## config.mk

```make
export PLATFORM = sky130hd
export DESIGN_NAME = uart_key_decoder_flat
export DESIGN_NICKNAME = d
export VERILOG_FILES = /design/src/rtl/uart_key_decoder_pkg.sv /design/src/rtl/uart_key_decoder_if.sv /design/src/rtl/uart_key_decoder_holdoff_timer.sv /design/src/rtl/uart_key_decoder.sv /design/src/flat_wrapper.sv
export SDC_FILE = /design/constraint.sdc
export NUM_CORES = 1
export LEC_CHECK = 0
export ABC_AREA = 1
export BUFFER_PORTS_ARGS = -buffer_cell sky130_fd_sc_hd__clkbuf_2
export CORE_UTILIZATION = 42
export CTS_CLUSTER_SIZE = 12
export DETAILED_ROUTE_END_ITERATION = 7
export PLACE_DENSITY = 0.68
export SYNTH_ARGS = -nofsm -noshare
export SYNTH_HDL_FRONTEND = slang
export SYNTH_SLANG_ARGS = --single-unit
```

## constraint.sdc

```tcl
create_clock -name clk -period 3.3 [get_ports clk]
set_input_delay 0.66 -clock clk [delete_from_list [all_inputs] [get_ports clk]]
set_output_delay 0.66 -clock clk [all_outputs]
set_load 0.005 [all_outputs]
```

## src/rtl/uart_key_decoder_pkg.sv

```systemverilog
// Purpose: shared constants, FSM state type and byte-to-key decode helpers for the UART key
//          decoder. Key codes are one-hot so the consumer can test a single bit per action.
// Contents: KEY_* codes, ASCII_* constants, dec_state_e, decode_ascii(), decode_arrow().
package uart_key_decoder_pkg;

  localparam logic [7:0] KEY_NONE  = 8'h00;
  localparam logic [7:0] KEY_UP    = 8'h01;
  localparam logic [7:0] KEY_DOWN  = 8'h02;
  localparam logic [7:0] KEY_RIGHT = 8'h04;
  localparam logic [7:0] KEY_LEFT  = 8'h08;
  localparam logic [7:0] KEY_TURBO = 8'h10;
  localparam logic [7:0] KEY_PAUSE = 8'h20;

  localparam logic [7:0] ASCII_ESC      = 8'h1B;
  localparam logic [7:0] ASCII_LBRACKET = 8'h5B;
  localparam logic [7:0] ASCII_SPACE    = 8'h20;

  // Idle: plain keys; Esc1: saw ESC; Esc2: saw ESC '['.
  typedef enum logic [1:0] {
    StIdle = 2'd0,
    StEsc1 = 2'd1,
    StEsc2 = 2'd2
  } dec_state_e;

  // Plain ASCII keys, case-insensitive letters. Unmapped bytes give KEY_NONE.
  function automatic logic [7:0] decode_ascii(input logic [7:0] b);
    logic [7:0] code;
    unique case (b)
      8'h77, 8'h57: code = KEY_UP;     // w W
      8'h73, 8'h53: code = KEY_DOWN;   // s S
      8'h64, 8'h44: code = KEY_RIGHT;  // d D
      8'h61, 8'h41: code = KEY_LEFT;   // a A
      ASCII_SPACE:  code = KEY_TURBO;
      8'h70, 8'h50: code = KEY_PAUSE;  // p P
      default:      code = KEY_NONE;
    endcase
    return code;
  endfunction

  // Final byte of an ANSI arrow sequence ESC '[' {A,B,C,D}.
  function automatic logic [7:0] decode_arrow(input logic [7:0] b);
    logic [7:0] code;
    unique case (b)
      8'h41:   code = KEY_UP;
      8'h42:   code = KEY_DOWN;
      8'h43:   code = KEY_RIGHT;
      8'h44:   code = KEY_LEFT;
      default: code = KEY_NONE;
    endcase
    return code;
  endfunction

endpackage

```

## src/rtl/uart_key_decoder_if.sv

```systemverilog
// Purpose: bundles the RX FIFO read port and the decoded key outputs of the UART key decoder.
// Signals: r_data/rx_empty (FIFO head and empty flag), rd_uart (pop pulse),
//          key_data/key_strobe/turbo (decoded key word, update pulse, turbo toggle).
// Modports: master = FIFO/keyboard side, slave = decoder.
interface uart_key_decoder_if;
  logic [7:0] r_data;
  logic       rx_empty;
  logic       rd_uart;
  logic [7:0] key_data;
  logic       key_strobe;
  logic       turbo;

  modport master (
    output r_data,
    output rx_empty,
    input  rd_uart,
    input  key_data,
    input  key_strobe,
    input  turbo
  );

  modport slave (
    input  r_data,
    input  rx_empty,
    output rd_uart,
    output key_data,
    output key_strobe,
    output turbo
  );
endinterface

```

## src/rtl/uart_key_decoder_holdoff_timer.sv

```systemverilog
// Purpose: loadable saturating down-counter. i_load reloads LOAD_VAL; otherwise the count
//          decrements each cycle and sticks at zero. o_expired is high while the count is zero,
//          so it is already high in the cycle the counter reaches zero.
// Ports: clk, rst (sync, active-low), i_load, o_expired.
module uart_key_decoder_holdoff_timer #(
  parameter int unsigned LOAD_VAL = 1
) (
  input  logic clk,
  input  logic rst,
  input  logic i_load,
  output logic o_expired
);

  // A zero load value still needs a 1-bit counter.
  localparam int unsigned Width = (LOAD_VAL > 0) ? $clog2(LOAD_VAL + 1) : 1;

  logic [Width-1:0] r_count;

  always_ff @(posedge clk) begin
    if (!rst) begin
      r_count <= '0;
    end else if (i_load) begin
      r_count <= Width'(LOAD_VAL);
    end else if (r_count != '0) begin
      r_count <= r_count - Width'(1);
    end
  end

  assign o_expired = (r_count == '0);

endmodule

```

## src/rtl/uart_key_decoder.sv

```systemverilog
// Purpose: pops bytes from the UART RX FIFO, decodes WASD / space / 'p' and ANSI arrow
//          sequences into one-hot key codes, drops repeats of the same code within the holdoff
//          window and presents the result as a held key word plus a one-cycle strobe.
// Ports: clk, rst (sync, active-low), bus (uart_key_decoder_if.slave): r_data, rx_empty in;
//        rd_uart, key_data, key_strobe, turbo out.
// Timing: a byte popped in cycle N that is accepted shows key_strobe/key_data in N+1.
//         A repeat of the same code is accepted only more than HoldCycles cycles after the
//         previous accept. Inside an escape sequence the next byte must be popped at most
//         EscCycles cycles after the previous one, else the sequence is abandoned.
module uart_key_decoder
  import uart_key_decoder_pkg::*;
#(
  parameter int unsigned CLK_HZ         = 65_000_000,
  parameter int unsigned HOLDOFF_MS     = 120,
  parameter int unsigned ESC_TIMEOUT_MS = 5
) (
  input logic               clk,
  input logic               rst,
  uart_key_decoder_if.slave bus
);

  localparam int unsigned HoldCycles = CLK_HZ / 1000 * HOLDOFF_MS;
  localparam int unsigned EscCycles  = CLK_HZ / 1000 * ESC_TIMEOUT_MS;
  // Escape timer expires EscCycles after the load, so a pop exactly then still counts.
  localparam int unsigned EscLoad    = (EscCycles > 0) ? EscCycles - 1 : 0;

  dec_state_e r_state;
  logic       r_pop_prev;
  logic [7:0] r_key_data;
  logic [7:0] r_last_code;
  logic       r_key_strobe;
  logic       r_turbo;

  logic       w_pop;
  logic       w_is_esc;
  logic [7:0] w_code;
  logic       w_accept;
  logic       w_esc_load;
  logic       w_esc_expired;
  logic       w_hold_expired;

  // Pop whenever data is waiting, but never in two consecutive cycles; gated by reset so
  // nothing is consumed while the block is held in reset.
  assign w_pop       = rst && !bus.rx_empty && !r_pop_prev;
  assign bus.rd_uart = w_pop;

  assign w_is_esc = (bus.r_data == ASCII_ESC);

  always_comb begin
    w_code     = KEY_NONE;
    w_esc_load = 1'b0;
    if (w_pop) begin
      if (w_is_esc) begin
        w_esc_load = 1'b1;
      end else begin
        unique case (r_state)
          StIdle:  w_code = decode_ascii(bus.r_data);
          StEsc1:  w_esc_load = (bus.r_data == ASCII_LBRACKET);
          StEsc2:  w_code = decode_arrow(bus.r_data);
          default: w_code = KEY_NONE;
        endcase
      end
    end
  end

  assign w_accept = (w_code != KEY_NONE) && ((w_code != r_last_code) || w_hold_expired);

  uart_key_decoder_holdoff_timer #(
    .LOAD_VAL (HoldCycles)
  ) u_holdoff (
    .clk       (clk),
    .rst       (rst),
    .i_load    (w_accept),
    .o_expired (w_hold_expired)
  );

  uart_key_decoder_holdoff_timer #(
    .LOAD_VAL (EscLoad)
  ) u_esc_timeout (
    .clk       (clk),
    .rst       (rst),
    .i_load    (w_esc_load),
    .o_expired (w_esc_expired)
  );

  always_ff @(posedge clk) begin
    if (!rst) begin
      r_state      <= StIdle;
      r_pop_prev   <= 1'b0;
      r_key_data   <= KEY_NONE;
      r_last_code  <= KEY_NONE;
      r_key_strobe <= 1'b0;
      r_turbo      <= 1'b0;
    end else begin
      r_pop_prev   <= w_pop;
      r_key_strobe <= w_accept;

      if (w_accept) begin
        r_key_data  <= w_code;
        r_last_code <= w_code;
        if (w_code == KEY_TURBO) begin
          r_turbo <= !r_turbo;
        end
      end

      if (w_pop) begin
        if (w_is_esc) begin
          // ESC restarts a sequence from any state.
          r_state <= StEsc1;
        end else begin
          unique case (r_state)
            StEsc1:  r_state <= (bus.r_data == ASCII_LBRACKET) ? StEsc2 : StIdle;
            default: r_state <= StIdle;
          endcase
        end
      end else if ((r_state != StIdle) && w_esc_expired) begin
        r_state <= StIdle;
      end
    end
  end

  assign bus.key_data   = r_key_data;
  assign bus.key_strobe = r_key_strobe;
  assign bus.turbo      = r_turbo;

endmodule

```

## src/flat_wrapper.sv

```systemverilog
// flat-port wrapper written by rule: the top's interface ports become plain ports
module uart_key_decoder_flat import uart_key_decoder_pkg::*;
#(
  parameter int unsigned CLK_HZ         = 65_000_000,
  parameter int unsigned HOLDOFF_MS     = 120,
  parameter int unsigned ESC_TIMEOUT_MS = 5
)
  (clk, rst, bus_r_data, bus_rx_empty, bus_rd_uart, bus_key_data, bus_key_strobe, bus_turbo);
  uart_key_decoder_if bus_i ();
  input logic clk;
  input logic rst;
  input wire logic [$bits(bus_i.r_data)-1:0] bus_r_data;
  input wire logic [$bits(bus_i.rx_empty)-1:0] bus_rx_empty;
  output wire logic [$bits(bus_i.rd_uart)-1:0] bus_rd_uart;
  output wire logic [$bits(bus_i.key_data)-1:0] bus_key_data;
  output wire logic [$bits(bus_i.key_strobe)-1:0] bus_key_strobe;
  output wire logic [$bits(bus_i.turbo)-1:0] bus_turbo;
  assign bus_i.r_data = bus_r_data;
  assign bus_i.rx_empty = bus_rx_empty;
  assign bus_rd_uart = bus_i.rd_uart;
  assign bus_key_data = bus_i.key_data;
  assign bus_key_strobe = bus_i.key_strobe;
  assign bus_turbo = bus_i.turbo;
  uart_key_decoder #(.CLK_HZ(CLK_HZ), .HOLDOFF_MS(HOLDOFF_MS), .ESC_TIMEOUT_MS(ESC_TIMEOUT_MS)) u_core (.clk(clk), .rst(rst), .bus(bus_i));
endmodule
```

# == After elaboration in Yosys (flattened, before gate mapping) ==
# Cells that the tools add are included.
# Widths: inputs -> output; s select.
# classes
n_addsub,2
n_reduce_logical,26
n_eq_ne,19
mux,17
n_bitwise,1
# op_table
cell,count
$eq 8x7->1 const B,13
$mux 23,2
$mux 19,2
$pmux 6 s6,1
$logic_not 23->1,1
$reduce_bool 23->1,1
$sub 23x1->23 const B,1
$logic_not 19->1,1
$reduce_bool 19->1,1
$sub 19x1->19 const B,1
$eq 8x5->1 const B,2
$mux 8,2
$pmux 4 s4,1
$pmux 8 s2,1
$reduce_or 2->1,7
$mux 2,5
$eq 8x6->1 const B,1
$ne 8x8->1,1
$reduce_bool 2->1,4
$reduce_bool 8->1,1
$logic_and 1x1->1,4
$logic_not 1->1,3
$mux 1,3
$eq 2x1->1 const B,1
other kinds (5),5
# word_totals
reg_bits,55
inputBits,11
word_cells,74

# == Depth between registers and ports, before layout ==
# Gate-level depths: netlist of the first run.
# logic_depth
ltp_word,10
depth_mapped,15
ltp_nobuf,15

# == Cells and area by module ==
# From an unflattened synthesis of the first run, not the netlist that was laid out.
# hier_totals
hier_cells,533
area_unflattened_um2,3404.5
# modules_own_cells
mod,cells_per_inst,n_inst,seq_area_each_um2,area_per_inst_um2
uart_key_decoder_holdoff_timer at u_core.u_holdoff,212,1,460.4,1403.8
uart_key_decoder_holdoff_timer at u_core.u_esc_timeout,170,1,380.4,1113.6
uart_key_decoder,151,1,220.2,887.1

# == Least setup slack after synthesis of the first run ==
# No wires, ideal clock.
# synth_path
path_kind,input to register
startpoint,in bus_r_data[7]
endpoint,reg u_core.u_holdoff.r_count[4]
arrival_time_ns,1.913
setup_slack_ns,1.325
cell_stages,14
n_path_buf,1
path_cell_list,inv_1 nand2_1 nor2_2 nand3_1 nand2_1 nand2_1 nand2_1 nand2_1 nor2_1 nand3_2 nand2_4 nand2_4 buf_6 nor2_2
# synth_via
elab_chain_cells,10
elab_cells_between_ends,29
# synth_rtl
element,line,text
start: declaration,flat_wrapper.sv:12,input wire logic [$bits(bus_i.r_data)-1:0] bus_r_data;
$eq 8x7->1 (on tied branches),"uart_key_decoder_pkg.sv:28, uart_key_decoder_pkg.sv:43",
$reduce_or 2->1,uart_key_decoder_pkg.sv:28,unique case (b)
$pmux 6 s6,uart_key_decoder_pkg.sv:28,
$pmux 8 s2,uart_key_decoder.sv:56,unique case (r_state)
$mux 8 (*),uart_key_decoder.sv:53,if (w_is_esc) begin
$mux 8 (*),uart_key_decoder.sv:52,if (w_pop) begin
$ne 8x8->1,uart_key_decoder.sv:66,assign w_accept = (w_code != KEY_NONE) && ((w_code != r_last_code) || w_hold_expired);
$logic_or 1x1->1,uart_key_decoder.sv:66,
$logic_and 1x1->1 (*),uart_key_decoder.sv:66,
$reduce_or 2->1 (no line) (*),-,
end signal: assignment,uart_key_decoder_holdoff_timer.sv:23,r_count <= Width'(LOAD_VAL);
end signal: assignment,uart_key_decoder_holdoff_timer.sv:25,r_count <= r_count - Width'(1);
end: declaration,uart_key_decoder_holdoff_timer.sv:17,logic [Width-1:0] r_count;
# Mark *: on every way between the ends. The rest lies on a longest branch, timed or not.
# A chain may end at the register's enable or synchronous reset.

# == Worst setup path after layout of the first run ==
# layout_path
startpoint,in rst
endpoint,reg u_core.u_holdoff.r_count[19]
# layout_via
elab_chain_cells,7
elab_cells_between_ends,9
# layout_rtl
element,line,text
start: declaration,flat_wrapper.sv:11,input logic rst;
$logic_and 1x1->1 (2 in series),uart_key_decoder.sv:44,assign w_pop = rst && !bus.rx_empty && !r_pop_prev;
$mux 8,uart_key_decoder.sv:52,
$ne 8x8->1,uart_key_decoder.sv:66,
$logic_or 1x1->1,uart_key_decoder.sv:66,
$logic_and 1x1->1,uart_key_decoder.sv:66,
$reduce_or 2->1 (no line) (*),-,
# Marked as above.

==> metrics.yaml, run 1 <==
grt:
  grt_pass1_vias: 2492
  antenna_found_initial: 0
  grt_max_degree: 21
  grt_pass1_wl_um: 10600
  grt_usage_pct: 17.6
  grt_overflow: 0
worst_setup_path:
  cp_top_family: "simple AND/OR/NAND/NOR gates"
  cp_max_fo: 20
  crit_path_end_kind: "flop"
  reg2reg_depth: 13
  cp_common_cell: "nand2_1"
  crit_chain: "clkbuf_2, inv_2, nor2_1, nand2_1, inv_2, nand2_2, inv_4, nand2_1, nand2_1, nand2_1, nor2_1, nand3_2, nand2_4, nand2_4, nor2_1"
  arrival_ns: 2.75
  worstSetupPathType: "primary input to flop"
  cp.buffers_inverters: 4
  crit_cells: 15
  r2r_slack_ns: 1.06
  crit_slowest_cell: "clkbuf_2"
  start_kind: "primary input"
  required_ns: 3.55
  critPathMaxStageDelay_ns: 0.28
clocking:
  htreeDepth: 2
  cts_tree: "done"
  cts_buffers: 5
  clockBufferDepth: 2
  cts_resized: 0
  clk_pin_slew_ns: 0.09
  postCtsSetupBuffers: 0
  clkSinkCount: 53
  cts_root_buf: "clkbuf_8"
  cts.hold.buffers_added: 0
  clkLatencyLatePin_ns: 0.31
place:
  pre_cts_ws_ns: 0.496
  place_congestion: 0.842
  io_buffer_count: 19
  hpwl_um: 4710
logic_synthesis:
  netlist_area_um2: 3020
  ys_ff_latch: 53
  ys_seq_area_share_pct: 35.2
  ys_warn_count: 0
  syn_avg_cell_area_um2: 6.50
  ys_types: 32
  synthCells: 464
pwr:
  switching_power_mw: 1.28
  p_clk_share_pct: 15.8
  ir_drop_v: 0.000462
  p_leak_nw: 1.61
  comb_power_share_pct: 50.6
  p_sw_share_pct: 43.8
  pwr_density_cell_nw_per_um2: 889
  p_seq_share_pct: 33.6
  internal_power_mw: 1.65
timing:
  min_period_ns: 2.50
  hold_viol: 0
  fin_skew_ns: 0.00752
  finalSetupViolations: 0
  worst_slack_ns: 0.797
  fin_setup_tns_ns: 0
  rsz0062_at_grt: "no"
  fin_crit_sh_pct: 75.9
  fmax_mhz: 399
  relSlewSlack_pct: 61.5
  tightest_slew_ns: 0.573
  slew_viol_final: 0
job:
  maxCapViolations: 0
die:
  rows: 30
  initial_core_util_pct: 43.9
  core_um2: 6870
  ios: 22
  die_height_um: 86.8
  die_area_um2: 7530
  die_x_um: 86.8
min_path:
  holdPathStages: 2
  hold_class: "flop to flop"
finish:
  drive_gt1_share_pct: 12.0
  nets: 495
  antenna_cells: 0
  final_cell_mix: "99 x nand2_1, 79 x nor2_1, 60 x inv_1, 53 x dfxtp_1, 45 x nand3_1"
  layout_commonest_cell: "nand2_1"
  areaGrowthSynthToFinish_pct: 9.12
drt:
  ant_nets: 0
  vias_per_cell: 4.78
  dr.pass1.iters: 4
  routedWlPerCell_um: 10.6
  route.detailed.drc: 0
  wirelength_um: 6170
  drt-initial-drc-count: 112
  dr_total_vias: 2767
status:
  status: "finished, final reports clean"
-- logic make-up (layout without fill, tap and decap cells) --
kind of cell	Yosys count	count (layout)	share of synthesized area, %
buf+inv	72	90	10.0
fa+ha+maj	2	2	0.829
flops	53	53	35.2
xor+xnor	19	19	5.51
other cells	1	2	0.124
simple gates	274	274	40.9
compound gates	43	43	7.46
-- cell usage after synthesis (all sizes together) --
cell / n / area share [%]
nand4: 9 / 2.1
conb: 1 / 0.12
nand2: 104 / 14
o21ai: 13 / 2.2
ha: 2 / 0.83
o21a: 2 / 0.50
inv: 63 / 7.9
nor4: 1 / 0.21
a21oi: 25 / 4.1
xor2: 17 / 4.9
a31oi: 2 / 0.41
nand3: 47 / 8.1
o21bai: 1 / 0.25
or2: 6 / 1.2
dfxtp: 53 / 35
xnor2: 2 / 0.58
nor3: 12 / 2.2
clkbuf: 4 / 0.50
nor2: 93 / 13
buf: 5 / 1.6
nand3b: 2 / 0.50
-- power groups by stage --
| stage | Clock [mW] | Sequential, mW | Combinational [mW] |
|---|---|---|---|
| floorplan | 0 | 0.929 | 1.13 |
| global placement | 0 | 0.993 | 1.44 |
| detailed placement | 0 | 0.996 | 1.47 |
| CTS | 0.479 | 0.984 | 1.48 |
| global route | 0.500 | 1.01 | 1.71 |
| finish | 0.463 | 0.983 | 1.48 |
-- sequential cells by signal, indices dropped and copies added, names as in the netlist --
name,flops
u_core.bus.key_strobe,1
u_core.bus.key_data,6
u_core.r_state,2
u_core.u_holdoff.r_count,23
u_core.bus.turbo,1
u_core.u_esc_timeout.r_count,19
u_core.r_pop_prev,1
-- stage by stage --
step                cell area [µm²]  utilization [%]  hold WS (ns)  total power [mW]  cells
finish                         3290             47.9         0.498              2.93    579
global route                   3290             47.9         0.520              3.23    579
CTS                            3290             47.9         0.499              2.95    579
detailed placement             3170             46.2         0.484              2.47    571
global placement               3170             46.2         0.475              2.44    571
floorplan                      3020                -         0.458              2.06    465
-- worst reg2reg max path: stages, from the launching register on --
cell,delay [ns]
dfxtp_1,0.33
inv_1,0.10
ha_1,0.19
nand2_1,0.09
inv_1,0.06
nand2_1,0.09
nor3_1,0.29
nand2_2,0.22
nand2_1,0.13
nor2_1,0.06
nand3_2,0.11
nand2_4,0.14
nand2_4,0.23
nor2_1,0.08
-- layer usage --
layer,share of wire (%),vias up,wire (µm),global-route usage (%)
met3,3.2,10,199,2.86
met4,1.6,0,97,5.61
met5,0,-,0,0
li1,-,1499,-,-
met1,48,1202,2950,22.3
met2,47,56,2920,30.6
-- final timing paths --
path | startpoint | end
worst max-delay path | rst | u_core.u_holdoff.r_count[19]
worst min-delay path | u_core.u_esc_timeout.r_count[6] | u_core.u_esc_timeout.r_count[6]
worst max register to register | u_core.u_holdoff.r_count[0] | u_core.u_holdoff.r_count[19]
worst min register to register | u_core.u_esc_timeout.r_count[6] | u_core.u_esc_timeout.r_count[6]
-- final cells by class --
type | instances | area (µm²)
Fill cell | 704 | 3580
Multi-Input combinational cell | 340 | 1660
Sequential cell | 53 | 1060
Inverter | 63 | 239
Tap cell | 96 | 120
Timing Repair Buffer | 19 | 95.1
Clock buffer | 6 | 82.6
Clock inverter | 2 | 37.5
(Power assumes the default switching activity.)
==> run 2: changes to the inputs <==
- clock period: 3.3 -> 2.6 ns (I/O delays scaled with it)
==> metrics.yaml, run 2 (synthesis results as in run 1) <==
status:
  status: "finished, final reports clean"
place:
  io_buffer_count: 19
  pre_cts_ws_ns: 0.339
  dpl_cell_area_um2: 3200
  place_congestion: 0.853
  hpwl_um: 4710
clocking:
  clkLatencyLatePin_ns: 0.31
  cts_tree: "done"
  cts_resized: 0
  cts.hold.buffers_added: 0
  clkSinkCount: 53
  clk_pin_slew_ns: 0.10
  postCtsSetupBuffers: 0
  cts_root_buf: "clkbuf_8"
  cts_buffers: 5
  htreeDepth: 2
  clockBufferDepth: 2
drt:
  ant_nets: 0
  wirelength_um: 6100
  dr_total_vias: 2839
  route.detailed.drc: 0
  drt-initial-drc-count: 115
  routedWlPerCell_um: 10.5
  vias_per_cell: 4.87
  dr.pass1.iters: 4
finish:
  antenna_cells: 0
  areaGrowthSynthToFinish_pct: 8.79
  final_cell_mix: "99 x nand2_1, 79 x nor2_1, 60 x inv_1, 53 x dfxtp_1, 45 x nand3_1"
  utilization_pct: 47.8
  layout_commonest_cell: "nand2_1"
  largest_reg_flops: 23
  final_area_um2: 3280
  drive_gt1_share_pct: 12.1
  top_register: "u_core.u_holdoff.r_count"
  nets: 499
timing:
  finalSetupViolations: 0
  fin_crit_sh_pct: 85.3
  min_period_ns: 2.22
  slew_viol_final: 0
  fin_skew_ns: 0.0133
  fin_hold_ws_ns: 0.491
  fin_setup_tns_ns: 0
  fmax_mhz: 451
  rsz0062_at_grt: "no"
  hold_viol: 0
  worst_slack_ns: 0.382
pwr:
  p_leak_nw: 1.62
  comb_power_share_pct: 52.8
  internal_power_mw: 1.98
  ir_drop_v: 0.000497
  p_sw_share_pct: 44.9
  p_seq_share_pct: 34.8
  switching_power_mw: 1.61
  pwr_density_cell_nw_per_um2: 1100
  p_clk_share_pct: 12.4
worst_setup_path:
  start_kind: "flop"
  crit_slowest_cell: "dfxtp_1"
  worstSetupPathType: "flop to flop"
  r2r_slack_ns: 0.38
  reg2reg_depth: 13
  worst_r2r_endpoint: "u_core.u_holdoff.r_count[15]"
  arrival_ns: 2.41
  critPathMaxStageDelay_ns: 0.33
  cp_common_cell: "nand2_1"
  crit_chain: "inv_1, ha_1, nand2_1, inv_1, nand2_1, nor3_1, nand2_2, nand2_1, nor2_1, nand3_2, nand2_4, nand2_4, nor2_1"
  crit_path_end_kind: "flop"
  critical_path.startpoint: "u_core.u_holdoff.r_count[0]"
  cp_max_fo: 17
  reg2reg_from: "u_core.u_holdoff.r_count[0]"
  required_ns: 2.79
die:
  die_area_um2: 7530
  die_height_um: 86.8
  core_um2: 6870
  initial_core_util_pct: 43.9
  ios: 22
  rows: 30
  die_x_um: 86.8
grt:
  grt_max_degree: 20
  grt_pass1_vias: 2543
  grt_usage_pct: 17.9
  grt_overflow: 0
  antenna_found_initial: 0
  grt_pass1_wl_um: 10800
min_path:
  hold_class: "flop to flop"
  min_from: "u_core.u_esc_timeout.r_count[18]"
  hold_end: "u_core.u_esc_timeout.r_count[18]"
  holdPathStages: 2
job:
  maxCapViolations: 0
==> run 2: cell types whose count changed in the layout (fill, tap and decap cells not counted) <==
cell	delta
clkinvlp_4	-1
clkbuf_1	+3
buf_4	+4
clkbuf_8	-1
bufinv_16	-1
==> run 2: how the worst max path moves through the flow <==
stage,end,cells past startpoint
floorplan,u_core.u_holdoff.r_count[4],14
global placement,u_core.u_holdoff.r_count[19],15
detailed placement,u_core.bus.key_data[0],16
CTS,u_core.u_holdoff.r_count[15],13
global route,u_core.u_holdoff.r_count[15],13
finish,u_core.u_holdoff.r_count[15],13
==> run 2: metal layers <==
| metal | up-vias | routed length, µm | global-route usage (%) |
|---|---|---|---|
| met1 | 1277 | 2970 | 23.0 |
| met3 | 7 | 165 | 2.95 |
| met4 | 0 | 65 | 5.30 |
| met2 | 40 | 2900 | 30.7 |
| met5 | - | 0 | 0 |
| li1 | 1515 | - | - |
==> run 2: layout make-up <==
class | count | area (µm²)
clock buffer | 8 | 80.1
fill | 715 | 3590
inverter | 63 | 239
multi-input combinational | 340 | 1660
sequential | 53 | 1060
tap | 96 | 120
timing repair buffer | 23 | 125
==> run 2: critical path: cells and delay by family (launching register included) <==
kind                       cells  cell delay [ns]
adders and majority gates      1             0.19
and+or+nand+nor               10             1.41
DFF                            1             0.33
buffers and inverters          2             0.16
==> run 2: metrics by stage <==
stage,cells,power [mW]
floorplan,465,2.62
global placement,575,3.11
detailed placement,575,3.16
CTS,583,3.62
global route,583,3.97
finish,583,3.60
==> run 2: power by group through the flow <==
stage	sequential, mW	combinational, mW	clock (mW)
2_1_floorplan	1.18	1.44	0
3_3_place_gp	1.26	1.85	0
3_5_place_dp	1.27	1.90	0
4_1_cts	1.25	1.91	0.458
5_1_grt	1.28	2.19	0.499
6_report	1.25	1.90	0.446
==> run 3: changes to the inputs <==
==> constraint.sdc (replaced) <==
create_clock -name clk -period 2.6 [get_ports clk]
set_input_delay 0 -clock clk [delete_from_list [all_inputs] [get_ports clk]]
set_output_delay 0 -clock clk [all_outputs]
set_load 0.005 [all_outputs]
==> metrics.yaml, run 3 (synthesis results as in run 1) <==
status:
  status: "finished, final reports clean"
drt:
  top_layer: "met4"
  dr_total_vias: 2802
  ant_nets: 0
  wirelength_um: 6130
  met3WireLength_um: 163
  route.detailed.drc: 0
  dr.pass1.iters: 4
  routedWlPerCell_um: 10.6
  met1_length_um: 2970
  drt-initial-drc-count: 113
  wl_met2_um: 2920
  vias_per_cell: 4.82
pwr:
  p_leak_nw: 1.60
  p_clk_share_pct: 12.6
  pwr_density_cell_nw_per_um2: 1100
  internal_power_mw: 1.98
  p_sw_share_pct: 45.1
  ir_drop_v: 0.000548
  p_seq_share_pct: 34.6
  switching_power_mw: 1.63
  comb_power_share_pct: 52.7
die:
  die_area_um2: 7530
  ios: 22
  initial_core_util_pct: 43.9
  die_height_um: 86.8
  core_um2: 6870
  rows: 30
  die_x_um: 86.8
timing:
  min_period_ns: 2.08
  fmax_mhz: 480
  fin_setup_tns_ns: 0
  slew_viol_final: 0
  fin_skew_ns: 0.0105
  rsz0062_at_grt: "no"
  fin_hold_ws_ns: 0.111
  fin_crit_sh_pct: 80.1
  finalSetupViolations: 0
  hold_viol: 0
finish:
  largest_reg_flops: 23
  areaGrowthSynthToFinish_pct: 8.50
  layout_commonest_cell: "nand2_1"
  drive_gt1_share_pct: 11.8
  final_cell_mix: "99 x nand2_1, 79 x nor2_1, 60 x inv_1, 53 x dfxtp_1, 45 x nand3_1"
  antenna_cells: 0
  top_register: "u_core.u_holdoff.r_count"
  nets: 497
grt:
  grt_usage_pct: 18.0
  grt_pass1_vias: 2527
  grt_overflow: 0
  grt_max_degree: 21
  antenna_found_initial: 0
  grt_pass1_wl_um: 10900
worst_setup_path:
  reg2reg_from: "u_core.u_holdoff.r_count[0]"
  cp_max_fo: 17
  critical_path.startpoint: "u_core.u_holdoff.r_count[0]"
  start_kind: "flop"
  worstSetupPathType: "flop to flop"
  arrival_ns: 2.27
  crit_path_end_kind: "flop"
  required_ns: 2.79
clocking:
  clk_pin_slew_ns: 0.09
  cts_resized: 0
  cts_buffers: 5
  cts_tree: "done"
  clkSinkCount: 53
  postCtsSetupBuffers: 0
  htreeDepth: 2
  clkLatencyLatePin_ns: 0.30
  clockBufferDepth: 2
  cts_root_buf: "clkbuf_8"
  cts.hold.buffers_added: 1
job:
  maxCapViolations: 0
place:
  place_congestion: 0.826
  io_buffer_count: 19
  hpwl_um: 4710
min_path:
  min_from: "bus_r_data[3]"
  hold_class: "primary input to flop"
[run 3: layout make-up]
cell class                      instances  area, µm²
Fill cell                             709       3590
Tap cell                               96        120
Timing Repair Buffer                   21        113
Clock inverter                          1       7.51
Clock buffer                            7       76.3
Multi-Input combinational cell        340       1660
Inverter                               63        239
Sequential cell                        53       1060
[run 3: final timing paths]
kind	to	slack, ns	cells past startpoint
max	u_core.u_holdoff.r_count[15]	0.52	13
min	u_core.r_state[1]	0.11	5
max reg2reg	u_core.u_holdoff.r_count[15]	0.52	13
min reg2reg	u_core.u_esc_timeout.r_count[9]	0.50	2
[run 3: layer usage]
metal	GRT usage [%]	vias to the layer above
met5	0	-
met4	5.00	0
met3	2.86	5
met2	31.2	36
met1	23.1	1266
li1	-	1495
[run 3: critical path, cell delays in order (launching register included)]
cell and delay, ns:
dfxtp_1 0.33, inv_1 0.09, ha_1 0.19, nand2_1 0.10, inv_1 0.06, nand2_1 0.07
nor3_1 0.24, nand2_2 0.19, nand2_1 0.10, nor2_1 0.05, nand3_2 0.11, nand2_4 0.14
nand2_4 0.22, nor2_1 0.07
[run 3: power by group through the flow]
stage          Sequential [mW]  Combinational [mW]  Clock, mW
4_1_cts                   1.25                1.90      0.469
5_1_grt                   1.29                2.20      0.503
3_3_place_gp              1.26                1.85          0
6_report                  1.25                1.90      0.455
3_5_place_dp              1.27                1.89          0
2_1_floorplan             1.18                1.44          0
[run 3: through the flow]
| stage | util (%) | setup WS [ns] | power [mW] | std cells | area, µm² |
|---|---|---|---|---|---|
| after global placement | 46.3 | 0.367 | 3.12 | 572 | 3180 |
| after CTS | 47.7 | 0.508 | 3.62 | 581 | 3270 |
| after floorplan | - | 0.791 | 2.62 | 465 | 3020 |
| after detailed placement | 46.3 | 0.401 | 3.15 | 572 | 3180 |
| after global routing | 47.7 | 0.284 | 3.99 | 581 | 3270 |
| final | 47.7 | 0.518 | 3.61 | 581 | 3270 |
